## src/rtl/trap_unit.sv

```systemverilog
// trap_unit: machine-mode trap controller with a small CSR file and a valid/ready redirect port.
// Optional feature VECTORED_IRQ_EN: vectored interrupt targets when mtvec[0] is set.
//
// state      | meaning
// S_IDLE     | watching commit for exception, mret or interrupt
// S_REDIRECT | redirect_valid/target held until redirect_ready
module trap_unit #(
    parameter int XLEN    = 32,
    parameter int NUM_IRQ = 4
) (
    input  logic               clk,
    input  logic               rst,
    input  logic               pipe_flush,
    input  logic               exc_valid,
    input  logic [4:0]         exc_cause,
    input  logic [XLEN-1:0]    exc_pc,
    input  logic               commit_valid,
    input  logic [XLEN-1:0]    commit_pc,
    input  logic               mret,
    input  logic [NUM_IRQ-1:0] irq,
    input  logic               csr_we,
    input  logic [11:0]        csr_addr,
    input  logic [XLEN-1:0]    csr_wdata,
    output logic [XLEN-1:0]    csr_rdata,
    output logic               redirect_valid,
    input  logic               redirect_ready,
    output logic [XLEN-1:0]    redirect_target,
    output logic               trap_busy
);

    localparam logic [11:0] ADDR_MSTATUS = 12'h300;
    localparam logic [11:0] ADDR_MIE     = 12'h304;
    localparam logic [11:0] ADDR_MTVEC   = 12'h305;
    localparam logic [11:0] ADDR_MEPC    = 12'h341;
    localparam logic [11:0] ADDR_MCAUSE  = 12'h342;

    typedef enum logic {
        S_IDLE     = 1'b0,
        S_REDIRECT = 1'b1
    } state_t;

    state_t state_q, state_d;

    logic               st_mie;
    logic               st_mpie;
    logic [NUM_IRQ-1:0] mie_q;
    logic [XLEN-1:0]    mtvec_q;
    logic [XLEN-1:0]    mepc_q;
    logic [XLEN-1:0]    mcause_q;

    logic [NUM_IRQ-1:0] pending;
    logic [3:0]         irq_idx;
    logic [4:0]         irq_cause;
    logic               irq_take;
    logic               can_accept;
    logic               take_exc;
    logic               take_mret;
    logic               take_irq;
    logic               take_any;
    logic [XLEN-1:0]    trap_base;
    logic [XLEN-1:0]    irq_target;
    logic [XLEN-1:0]    target_d;
    logic [XLEN-1:0]    mtvec_wdata;

    // Lowest-index pending line wins; scanning downward lets the lowest hit land last.
    always_comb begin
        pending = irq & mie_q;
        irq_idx = '0;
        for (int i = NUM_IRQ - 1; i >= 0; i--) begin
            if (pending[i]) irq_idx = 4'(i);
        end
        irq_cause = 5'd16 + {1'b0, irq_idx};
        irq_take  = commit_valid & st_mie & (|pending) & ~exc_valid & ~mret;
    end

    always_comb begin
        trap_base = {mtvec_q[XLEN-1:2], 2'b00};
`ifdef VECTORED_IRQ_EN
        irq_target  = mtvec_q[0] ? (trap_base + (XLEN'(irq_cause) << 2)) : trap_base;
        mtvec_wdata = {csr_wdata[XLEN-1:2], 1'b0, csr_wdata[0]};
`else
        irq_target  = trap_base;
        mtvec_wdata = {csr_wdata[XLEN-1:2], 2'b00};
`endif
    end

    always_comb begin
        state_d    = state_q;
        can_accept = (state_q == S_IDLE) & ~pipe_flush;
        take_exc   = can_accept & exc_valid;
        take_mret  = can_accept & mret & ~exc_valid;
        take_irq   = can_accept & irq_take;
        take_any   = take_exc | take_mret | take_irq;
        if (take_exc)       target_d = trap_base;
        else if (take_mret) target_d = mepc_q;
        else                target_d = irq_target;

        case (state_q)
            S_IDLE:     if (take_any) state_d = S_REDIRECT;
            S_REDIRECT: if (redirect_ready) state_d = S_IDLE;
        endcase
    end

    always_ff @(posedge clk or posedge rst) begin
        if (rst) begin
            state_q         <= S_IDLE;
            redirect_target <= '0;
        end else begin
            state_q <= state_d;
            if (take_any) redirect_target <= target_d;
        end
    end

    // Trap/mret updates are placed after the CSR write so they override it.
    always_ff @(posedge clk or posedge rst) begin
        if (rst) begin
            st_mie   <= 1'b0;
            st_mpie  <= 1'b0;
            mie_q    <= '0;
            mtvec_q  <= '0;
            mepc_q   <= '0;
            mcause_q <= '0;
        end else begin
            if (csr_we) begin
                case (csr_addr)
                    ADDR_MSTATUS: begin
                        st_mie  <= csr_wdata[3];
                        st_mpie <= csr_wdata[7];
                    end
                    ADDR_MIE:    mie_q    <= csr_wdata[NUM_IRQ-1:0];
                    ADDR_MTVEC:  mtvec_q  <= mtvec_wdata;
                    ADDR_MEPC:   mepc_q   <= {csr_wdata[XLEN-1:2], 2'b00};
                    ADDR_MCAUSE: mcause_q <= csr_wdata;
                    default: ;
                endcase
            end
            if (take_exc) begin
                mepc_q   <= exc_pc;
                mcause_q <= {{(XLEN-5){1'b0}}, exc_cause};
                st_mpie  <= st_mie;
                st_mie   <= 1'b0;
            end else if (take_irq) begin
                mepc_q   <= commit_pc;
                mcause_q <= {1'b1, {(XLEN-6){1'b0}}, irq_cause};
                st_mpie  <= st_mie;
                st_mie   <= 1'b0;
            end else if (take_mret) begin
                st_mie  <= st_mpie;
                st_mpie <= 1'b1;
            end
        end
    end

    always_comb begin
        csr_rdata = '0;
        case (csr_addr)
            ADDR_MSTATUS: begin
                csr_rdata[3] = st_mie;
                csr_rdata[7] = st_mpie;
            end
            ADDR_MIE:    csr_rdata = XLEN'(mie_q);
            ADDR_MTVEC:  csr_rdata = mtvec_q;
            ADDR_MEPC:   csr_rdata = mepc_q;
            ADDR_MCAUSE: csr_rdata = mcause_q;
            default:     csr_rdata = '0;
        endcase
    end

    assign redirect_valid = (state_q == S_REDIRECT);
    assign trap_busy      = (state_q != S_IDLE);

endmodule

```

## config.mk

```make
export PLATFORM = sky130hd
export DESIGN_NAME = trap_unit
export DESIGN_NICKNAME = d
export VERILOG_FILES = /design/src/rtl/trap_unit.sv
export SDC_FILE = /design/constraint.sdc
export NUM_CORES = 1
export LEC_CHECK = 0
export CAP_MARGIN = 30
export CORE_MARGIN = 2
export CORE_UTILIZATION = 48
export DETAILED_ROUTE_END_ITERATION = 10
export HOLD_SLACK_MARGIN = 0.06
export PLACE_DENSITY_LB_ADDON = 0.2
export SETUP_SLACK_MARGIN = 0.3
export SLEW_MARGIN = 20
export SYNTH_ARGS = -nofsm -noshare
export SYNTH_HDL_FRONTEND = slang
export SYNTH_SLANG_ARGS = --single-unit
```

## constraint.sdc

```tcl
create_clock -name clk -period 5.39 [get_ports clk]
set_clock_uncertainty 0.1 [all_clocks]
set_input_delay 1.078 -clock clk [delete_from_list [all_inputs] [get_ports clk]]
set_output_delay 1.078 -clock clk [all_outputs]
set_load 0.02 [all_outputs]
```

# After elaboration in Yosys (flattened, before gate mapping)
# Cells that the tools add are included.
[totals]
reg_bits = 133
inputBits = 125
out_inout_bits = 66
[classes]
addsub = 1
n_eq_ne = 5
n_mux = 32
bitwise_logic = 16
reduce_logical = 11
[ops]
columns = ["operator", "n"]
rows = [
  ["32-bit two-way mux", 10],
  ["24-bit case mux with 3 select lines", 1],
  ["12-bit by 10-bit equality test with 1-bit output, second input constant", 5],
  ["1-bit two-way mux", 12],
  ["3-bit case mux with 4 select lines", 1],
  ["2-bit AND reduction", 5],
  ["1-bit AND", 9],
  ["3-bit case mux with 3 select lines", 1],
  ["3-bit nonzero test", 3],
  ["4-bit nonzero test", 2],
  ["2-bit two-way mux", 3],
  ["5-bit by 4-bit adder with 5-bit output, first input constant", 1],
  ["1-bit case mux with 5 select lines", 1],
  ["4-bit AND", 1],
  ["4-bit two-way mux", 1],
  ["1-bit NOT", 4],
  ["1-bit case mux with 4 select lines", 1],
  ["4-bit OR reduction", 1],
  ["1-bit bitwise OR", 2],
  ["1-bit case mux with 2 select lines", 1],
]

# Longest topological paths before layout
[logic_depth]
word_depth = 9
ltp_mapped = 8
ltp_nobuf = 5

# Least setup slack after synthesis
# Ideal clock, no wire load.
[synth_timing]
path_kind = "input to output"
startpoint = "input port csr_addr[5]"
endpoint = "output port csr_rdata[2]"
arrival_time_ns = 2.789
t_required_ns = 4.212
path_slack_ns = 1.423
path_stages = 7
path_cell_list = "or4_4 > nor3b_2 > and2_0 > clkbuf_1 > clkbuf_1 > a22oi_1 > o21ai_0"
[synth_via]
elab_chain_cells = 2
elab_cells_between_ends = 5
[synth_rtl]
columns = ["element", "line", "text"]
rows = [
  ["start, declared", "22", "input logic [11:0] csr_addr,"],
  ["12-bit by 10-bit equality test with 1-bit output", "156", "case (csr_addr)"],
  ["3-bit case mux with 4 select lines *", "156", ""],
  ["end, declared", "24", "output logic [XLEN-1:0] csr_rdata,"],
]
# Mark *: on every way between the ends. The rest lies on a longest branch, timed or not.

# Worst setup path in the final report
[layout_timing]
startpoint = "input port csr_addr[5]"
endpoint = "output port csr_rdata[1]"
# Same word-level chain as after synthesis.

==> impl_metrics.json <==
{
  "status": "complete, no violations",
  "finalWirelength_microns": 21420,
  "r2r_start": "redirect_valid",
  "grt_pass1_vias": 6453,
  "critical_path_buf_inv_count": 4,
  "grt_pass1_wl_microns": 33010,
  "dieHeight_microns": 122.7,
  "path_clk_slew_ns": 0.05,
  "area_growth_pct": 38.86,
  "reg2reg_to": "redirect_target[29]",
  "rsz0062_at_grt": "no",
  "stdcell_area_sq_um": 9384,
  "synth_most_common_cell": "nand2_1",
  "cpPeakStageDelay_ns": 0.61,
  "num_vias": 6423,
  "yosys_warnings": 0,
  "arrival_ns": 3.82,
  "synth_area_sq_um": 6758,
  "die_w_microns": 122.7,
  "ir_worst_vdd_uv": 234.6,
  "power_frac_clock": 0.382,
  "min_to": "mcause_q[0]",
  "synth_area_leaders": "dfrtp_1 49%, nand2_1 9.2%, mux2_2 5.0%, a211oi_2 4.8%, a222oi_1 4.3%",
  "drive_above_1_share": 0.1244,
  "antenna_found_initial": 0,
  "nFillCells": 1024,
  "maxSlewViolCount": 0,
  "synth_edf_count": 0,
  "first_pass_iters": 7,
  "yosys.area_share.xor_xnor": 0,
  "synth.avg_cell_area_sq_um": 9.334,
  "hold_viol": 0,
  "clock_latency_ns": 0.42,
  "cts-buffers-inserted": 17,
  "htree_levels": 4,
  "hold_path.class": "reg2reg",
  "wire_per_inst_microns": 19.83,
  "port_buffers": 190,
  "worst_pin_slew_ns": 0.9187,
  "ys.flop_type": "dfrtp_1",
  "ys_seq_elements": 133,
  "synth_commonest_cells": "166 x nand2_1, 133 x dfrtp_1, 67 x nor2_1",
  "cts-root-buf": "clkbuf_16",
  "cts_tree": "done",
  "ios": 191,
  "critPathCaptureType": "primary output",
  "grt_remaining_overflow": 0,
  "p_leak_nw": 4.351,
  "postPlaceCellArea_sq_um": 8786,
  "fmax_mhz": 200.1,
  "critPathSlowestCell": "clkdlybuf4s50_1",
  "cts-hold-fix-buffers": 0,
  "internal-power_w": 0.002130,
  "synthAdderAreaFrac": 0,
  "worstPathRequired_ns": 4.21,
  "synthCells": 724,
  "cts.sinks": 133,
  "place.gp.congestion": 0.8725,
  "synth_top_area_share": 0.4925,
  "crit_top_cell": "clkdlybuf4s50_1",
  "routed_via_density": 5.947,
  "rrSetupSlack_ns": 2.39,
  "synth_compound_area_frac": 0.2338,
  "async_flop_share": 1.000,
  "num_rows": 43,
  "crit_path_start": "csr_addr[5]",
  "reg2regPathDepth": 6,
  "start_util": 0.4887,
  "post_cts_buffers": 0,
  "critPathLaunchType": "input pin",
  "whs_path_depth": 1,
  "layout_setup_ws_ns": 0.3923,
  "synthSimpleGateAreaFrac": 0.1531,
  "powerDensity_nw_per_um2": 310.4,
  "seqPwrFrac": 0.425,
  "core_sq_um": 13830,
  "dpl.hpwl_microns": 13690,
  "critical_path_class": "in2out",
  "cts_buffer_depth": 2,
  "drc_errors": 0,
  "p_sw_frac": 0.2689,
  "synth_cell_types": 44,
  "synth_top_family_by_area": "compound AO/OA/AOI/OAI gates",
  "antenna_left": 0,
  "die_area_sq_um": 15040,
  "antennaDiodeCount": 0,
  "p_comb_frac": 0.193,
  "utilization": 0.6787,
  "cp_max_fo": 15,
  "fin_crit_ns": 4.998,
  "nets": 1016,
  "setup_violations": 0,
  "p_sw_w": 0.0007831,
  "drt_iter0_drc": 775,
  "hp-start": "mcause_q[0]",
  "preCtsSetupSlack_ns": 0.4320,
  "cts_resized": 0,
  "muxShareOfSynthArea": 0.06258,
  "maxCapViolations": 0,
  "slew_headroom": 0.3853,
  "syn_nets": 849,
  "fin_crit_sh": 0.9272,
  "yosys.area.top_type": "dfrtp_1",
  "fin_tns_setup_ns": 0,
  "cp_top_family": "buffers and inverters",
  "path_cells": "clkdlybuf4s50_1 -> or4_4 -> or3b_1 -> nor2_2 -> buf_4 -> a222oi_1 -> inv_1 -> clkdlybuf4s50_1",
  "track_usage": 0.2891,
  "grt_max_degree": 65,
  "synth-seq-area-share": 0.4925
}
[placed cells by master, fill, tap and decap left out, drive strengths merged, types with 2 or more instances in the layout]
| cell | instances |
|---|---|
| a211oi | 29 |
| a21o | 27 |
| a21oi | 55 |
| a222oi | 29 |
| a22oi | 7 |
| a31o | 2 |
| a31oi | 33 |
| a32oi | 3 |
| and2 | 3 |
| and3 | 2 |
| buf | 16 |
| bufinv | 2 |
| clkbuf | 24 |
| clkdlybuf4s50 | 190 |
| dfrtp | 133 |
| inv | 33 |
| mux2 | 34 |
| mux2i | 4 |
| nand2 | 166 |
| nand3 | 3 |
| nand4 | 3 |
| nor2 | 67 |
| nor3 | 2 |
| nor3b | 2 |
| nor4 | 2 |
| o211ai | 2 |
| o21ai | 10 |
| o22ai | 2 |
| o2bb2ai | 2 |
| or3b | 2 |
[worst max path at each step]
stage,end,slack (ns),cells past startpoint
finish,csr_rdata[1],0.39,8
global route,csr_rdata[6],0.30,8
CTS,csr_rdata[2],0.40,8
detailed placement,csr_rdata[2],0.43,8
global placement,csr_rdata[2],0.46,8
floorplan,mcause_q[0],0.66,1
[worst register-to-register path: stages, from the launching register on]
cell,delay [ns]
dfrtp_1,0.42
or3_1,0.48
a2111o_1,0.65
nand2_2,0.74
buf_12,0.27
nand2_1,0.09
a31oi_1,0.17
[kinds of logic (layout without fill, tap and decap cells)]
| logic type | after synthesis | count (layout) |
|---|---|---|
| flip-flops | 133 | 133 |
| AO/OA/AOI/OAI | 206 | 206 |
| AND/OR/NAND/NOR | 256 | 256 |
| multiplexers | 38 | 38 |
| buffers and inverters | 91 | 267 |
[power groups by stage]
stage               Clock [W]  Combinational, W  Sequential (W)
floorplan                   0          0.000214         0.00129
global placement            0          0.000546         0.00124
detailed placement          0          0.000559         0.00125
CTS                   0.00113          0.000562         0.00123
global route          0.00117          0.000608         0.00125
finish                0.00111          0.000562         0.00124
[metrics by stage]
step / power, W / cells / hold slack, ns
after floorplan: 0.001503 / 724 / 0.3551
after global placement: 0.001789 / 1051 / 0.3785
after detailed placement: 0.001806 / 1051 / 0.3773
after CTS: 0.002920 / 1079 / 0.3880
after global routing: 0.003024 / 1080 / 0.4130
final: 0.002913 / 1080 / 0.3857
[flip-flops by register name (all words and copies together), names as in the netlist]
register / flops
mtvec_q: 30
st_mie: 1
redirect_valid: 1
redirect_target: 32
mie_q: 4
mcause_q: 32
mepc_q: 32
st_mpie: 1
[metal layers]
layer / global-route usage / part of all wire
met4: 0.09195 / 0.019
met1: 0.3625 / 0.40
met5: 0 / 0
met3: 0.07435 / 0.081
met2: 0.4903 / 0.50
[cell type report]
cell class	instances	area, sq um	area share
sequential	133	3328	0.3547
inverter	33	126.4	0.01347
multi-input combinational	500	3073	0.3275
clock buffer	24	491.7	0.05240
tap	180	225.2	0.02400
timing repair buffer	206	2067	0.2203
clock inverter	4	72.57	0.007733
Note: power is estimated with default switching activity, not from simulation.
